## src/rtl/seq_divider.sv

```systemverilog
// Restoring divider (signed/unsigned DIV/MOD); WIDTH+2 cycles accept-to-done, 1 cycle on divide-by-zero.
// No backpressure: start is accepted only in IDLE, is ignored otherwise, and results hold until the next accept.
module seq_divider #(
    parameter int WIDTH = 16
) (
    input  logic             clk,
    input  logic             rst_n,
    input  logic             start,
    input  logic             signed_op,
    input  logic [WIDTH-1:0] dividend,
    input  logic [WIDTH-1:0] divisor,
    output logic [WIDTH-1:0] quotient,
    output logic [WIDTH-1:0] remainder,
    output logic             busy,
    output logic             done,
    output logic             div_by_zero
);

    localparam int CNT_W = $clog2(WIDTH + 1);

    typedef enum logic [1:0] {IDLE, RUN, FIX, DONE} state_t;

    state_t           state, state_nxt;
    logic [WIDTH-1:0] part_rem;
    logic [WIDTH-1:0] quo_shift;
    logic [WIDTH-1:0] divisor_mag;
    logic [CNT_W-1:0] cnt;
    logic             sign_q;
    logic             sign_r;

    logic [WIDTH-1:0] dividend_mag_in;
    logic [WIDTH-1:0] divisor_mag_in;
    logic [WIDTH:0]   rem_shifted;
    logic [WIDTH:0]   trial;

    assign dividend_mag_in = (signed_op && dividend[WIDTH-1]) ? -dividend : dividend;
    assign divisor_mag_in  = (signed_op && divisor[WIDTH-1])  ? -divisor  : divisor;

    // The shifted partial remainder needs WIDTH+1 bits; trial's MSB is the borrow.
    assign rem_shifted = {part_rem, quo_shift[WIDTH-1]};
    assign trial       = rem_shifted - {1'b0, divisor_mag};

    always_ff @(posedge clk) begin
        if (!rst_n) begin
            state <= IDLE;
        end else begin
            state <= state_nxt;
        end
    end

    always_comb begin
        state_nxt = state;
        busy      = 1'b0;
        done      = 1'b0;
        case (state)
            IDLE: begin
                if (start) begin
                    state_nxt = (divisor == '0) ? DONE : RUN;
                end
            end
            RUN: begin
                busy = 1'b1;
                if (cnt == CNT_W'(1)) begin
                    state_nxt = FIX;
                end
            end
            FIX: begin
                busy      = 1'b1;
                state_nxt = DONE;
            end
            DONE: begin
                done      = 1'b1;
                state_nxt = IDLE;
            end
            default: state_nxt = IDLE;
        endcase
    end

    always_ff @(posedge clk) begin
        if (!rst_n) begin
            part_rem    <= '0;
            quo_shift   <= '0;
            divisor_mag <= '0;
            cnt         <= '0;
            sign_q      <= 1'b0;
            sign_r      <= 1'b0;
            quotient    <= '0;
            remainder   <= '0;
            div_by_zero <= 1'b0;
        end else begin
            case (state)
                IDLE: begin
                    if (start) begin
                        sign_q      <= signed_op & (dividend[WIDTH-1] ^ divisor[WIDTH-1]);
                        sign_r      <= signed_op & dividend[WIDTH-1];
                        quo_shift   <= dividend_mag_in;
                        divisor_mag <= divisor_mag_in;
                        part_rem    <= '0;
                        cnt         <= CNT_W'(WIDTH);
                        if (divisor == '0) begin
                            quotient    <= '1;
                            remainder   <= dividend;
                            div_by_zero <= 1'b1;
                        end else begin
                            div_by_zero <= 1'b0;
                        end
                    end
                end
                RUN: begin
                    // Dividend bits shift out of the top while quotient bits fill in at the bottom.
                    part_rem  <= trial[WIDTH] ? rem_shifted[WIDTH-1:0] : trial[WIDTH-1:0];
                    quo_shift <= {quo_shift[WIDTH-2:0], ~trial[WIDTH]};
                    cnt       <= cnt - CNT_W'(1);
                end
                FIX: begin
                    quotient  <= sign_q ? -quo_shift : quo_shift;
                    remainder <= sign_r ? -part_rem  : part_rem;
                end
                default: ;
            endcase
        end
    end

endmodule
```

## config.mk

```make
export PLATFORM = sky130hd
export DESIGN_NAME = seq_divider
export DESIGN_NICKNAME = d
export VERILOG_FILES = /design/src/rtl/seq_divider.sv
export SDC_FILE = /design/constraint.sdc
export NUM_CORES = 1
export LEC_CHECK = 0
export CAP_MARGIN = 20
export CORE_MARGIN = 4
export CORE_UTILIZATION = 45
export CTS_CLUSTER_DIAMETER = 200
export CTS_CLUSTER_SIZE = 24
export DETAILED_ROUTE_END_ITERATION = 6
export DONT_BUFFER_PORTS = 1
export GPL_ROUTABILITY_DRIVEN = 0
export GPL_TIMING_DRIVEN = 1
export HOLD_SLACK_MARGIN = 0.12
export PLACE_DENSITY = 0.72
export SLEW_MARGIN = 0
export SYNTH_ARGS = -nofsm -noshare
export SYNTH_HDL_FRONTEND = slang
export SYNTH_SLANG_ARGS = --single-unit
export TNS_END_PERCENT = 50
```

## constraint.sdc

```tcl
create_clock -name clk -period 5.14 [get_ports clk]
set_input_delay 1.028 -clock clk [delete_from_list [all_inputs] [get_ports clk]]
set_output_delay 1.028 -clock clk [all_outputs]
set_load 0.1 [all_outputs]
```

==> out/results.tsv <==
metric	value	unit
Vias/cell	5.62	
DR vias	5076	
Lkg Pwr	2.64	nW
clock latency on the worst-skew pair	360	ps
Seq/Total Area, Yosys	0.304	
Flop pwr share	0.401	
remaining antenna violation count	0	
TritonCTS Buffers	9	
Hold WC Path Type	flip-flop to flip-flop	
drt drc	0	
Critical path origin	part_rem[0]$_SDFFE_PN0P_	
mux share of post-synthesis cell area	0.0270	
Psw	1.70	mW
worst rel slew slack	0.161	
H-tree lvl count	3	
RR Endpoint	part_rem[6]$_SDFFE_PN0P_	
Clk pin slew, worst setup/hold paths	70	ps
final WL	14200	µm
total number of yosys warnings	0	
Critical Path Max Stage Delay	450	ps
Final setup viols	0	
clock power share	0.178	
Max Cap Viol	0	
fraction of the mapped netlist area in adder cells	0.0582	
Synth Area in Compound Gates	0.259	
syn_nets	822	
register area	1800	µm²
Post-Syn Instances	759	
fin crit period	2990	ps
row count	41	
Final Total Pwr	3.48	mW
CP Max Fanout	16	
post-synth cell types	61	
PostCTS Resize Cnt	0	
crit-path cells	inv_1 -> fa_1 -> nand2b_1 -> a21oi_2 -> a21oi_2 -> o31ai_1 -> xor2_2 -> buf_8 -> mux2i_1 -> o21ai_0	
part of the power in combinational logic	0.422	
nature of the critical path startpoint	flip-flop	
Mapped Area	5930	µm²
fraction of the mapped netlist area in simple logic gates	0.198	
outcome	complete, no violations	
RSZ-0062 raised after global routing	no	
core footprint	12800	µm²
VDD IR-drop max	0.000195	V
Primary FF master, synth	dfxtp_1	
setup_tns	0	ps
setup bufs post-CTS	0	
clk buf depth	2	
Initial Utilization	0.464	
Fmax	335	MHz
clock root buffer	clkbuf_16	
Top delay family on crit path	compound AO/OA/AOI/OAI gates	
non-filler cells, final	904	
share of post-route cells with drive strength above 1	0.0451	
CP arrival	3200	ps
WP buf/inv	2	
CP most frequent cell	a21oi_2	
Synth Register Bits	90	
Crit-path slowest cell	dfxtp_1	
remaining global-route overflow	0	
multi-input logic area	3780	µm²
Critical Path RT	5360	ps
syn avg cell area	7.81	µm²
Net Sw Frac	0.489	
nets@finish	791	
die area	15100	µm²
vias in the first global route	4663	
ys async rst share	0	
Slew @ Worst Pin	1260	ps
Ports	71	
CTS tree	done	
DIE HEIGHT	123	µm
Syn-to-layout area delta	6.04	%
post-placement cell count	887	
most frequent cells in the layout	nand2_1 (111), dfxtp_1 (90), o21ai_0 (49)	
P_int	1.78	mW
Crit path depth	10	
period utilization	0.581	
cts hold-fix bufs	0	
FF-to-FF setup slack	2150	ps
global-route wire length before repair	23400	µm
CP endpoint	part_rem[6]$_SDFFE_PN0P_	
die width	123	µm
Worst setup EP type	flip-flop	
Tot GR Track Use	0.193	
largest net degree at the start of global routing	81	
start of the worst register-to-register path	part_rem[0]$_SDFFE_PN0P_	
commonest non-fill, non-tap cell in the layout	nand2_1	
DP Wirelength	10500	µm
drt pass-1 iters	5	
Max Slew Vio Count	0	
initial antenna violation count	0	
TritonCTS Sinks	90	
Util after Layout	0.492	
Port-buffer cells	0	
Fill cells	1279	
largest family of logic cells by synthesized area	compound AO/OA/AOI/OAI gates	
Post-synth EDFFs	0	
Inserted Diodes	0	
starting DRC count in detailed routing	416	
Hold Vio Cnt, Final	0	
PD cells	554	nW/µm²
clock skew	11.1	ps
Synth Area in XOR/XNOR	0.0945	
mean routed wirelength per cell	15.7	µm
FF-to-FF path depth	10	
critical path class	flip-flop to flip-flop	
-- flip-flops by register name (all words and copies together) (netlist names) --
name / count
cnt: 5
div_by_zero: 1
divisor_mag: 16
part_rem: 16
quo_shift: 16
quotient: 16
remainder: 16
sign_q: 1
sign_r: 1
state: 2
-- worst min-delay path by stage --
stage	cells after the start	slack, ps	end	startpoint
finish	2	470	divisor_mag[0]$_SDFFE_PN0P_	divisor_mag[0]$_SDFFE_PN0P_
global route	2	510	divisor_mag[0]$_SDFFE_PN0P_	divisor_mag[0]$_SDFFE_PN0P_
CTS	2	470	divisor_mag[0]$_SDFFE_PN0P_	divisor_mag[0]$_SDFFE_PN0P_
detailed placement	2	470	divisor_mag[0]$_SDFFE_PN0P_	divisor_mag[0]$_SDFFE_PN0P_
global placement	2	450	divisor_mag[15]$_SDFFE_PN0P_	divisor_mag[15]$_SDFFE_PN0P_
floorplan	2	440	divisor_mag[15]$_SDFFE_PN0P_	divisor_mag[15]$_SDFFE_PN0P_
-- synth_stat cells, types with 15 or more instances --
cell type,instances,share of area
o21ai_0,49,0.041
dfxtp_1,90,0.30
o31ai_1,15,0.019
o211a_1,28,0.047
xnor2_1,33,0.049
xor2_1,31,0.046
ha_1,26,0.055
nor2b_1,16,0.017
nand2_1,111,0.070
nand3_1,29,0.024
nor2_1,38,0.024
a21oi_1,45,0.038
clkbuf_1,37,0.023
a21boi_0,17,0.022
inv_1,43,0.027
mux2i_1,16,0.027
-- power groups by stage --
stage	combinational (mW)	sequential, mW	clock [mW]
finish	1.47	1.40	0.619
global route	1.65	1.43	0.668
CTS	1.44	1.40	0.641
detailed placement	1.44	1.41	0
global placement	1.42	1.41	0
floorplan	1.23	1.35	0
-- cell families after synthesis --
family,after synthesis
simple gates,251
compound gates,220
buf+inv,91
flops,90
xor+xnor,64
fa+ha+maj,27
mux,16
-- per-stage QoR --
step | hold slack [ps] | cell area (µm²) | worst slack (ps)
6_report | 475 | 6290 | 2150
5_1_grt | 506 | 6290 | 1970
4_1_cts | 474 | 6260 | 1650
3_5_place_dp | 465 | 5990 | 1670
3_3_place_gp | 450 | 5990 | 1820
2_1_floorplan | 441 | 5930 | 2420
-- tightest hold or removal path: stages (launching register included) --
cell	delay, ps
dfxtp_1	320
nand2_1	50
a21boi_0	60
-- final cells by class --
| type | count | area share |
|---|---|---|
| multi-input combinational | 578 | 0.602 |
| sequential | 90 | 0.287 |
| clock buffer | 9 | 0.0358 |
| tap | 172 | 0.0342 |
| inverter | 43 | 0.0257 |
| timing repair buffer | 6 | 0.00836 |
| clock inverter | 6 | 0.00776 |
-- metal layers --
layer  vias to the layer above  share of wire  GRT usage
met2                       127           0.44      0.292
met4                         0          0.021     0.0651
li1                       2608              -          -
met1                      2319           0.46      0.262
met5                         -              0          0
met3                        22          0.081     0.0590
No activity file was read; power rests on OpenSTA's default activity.
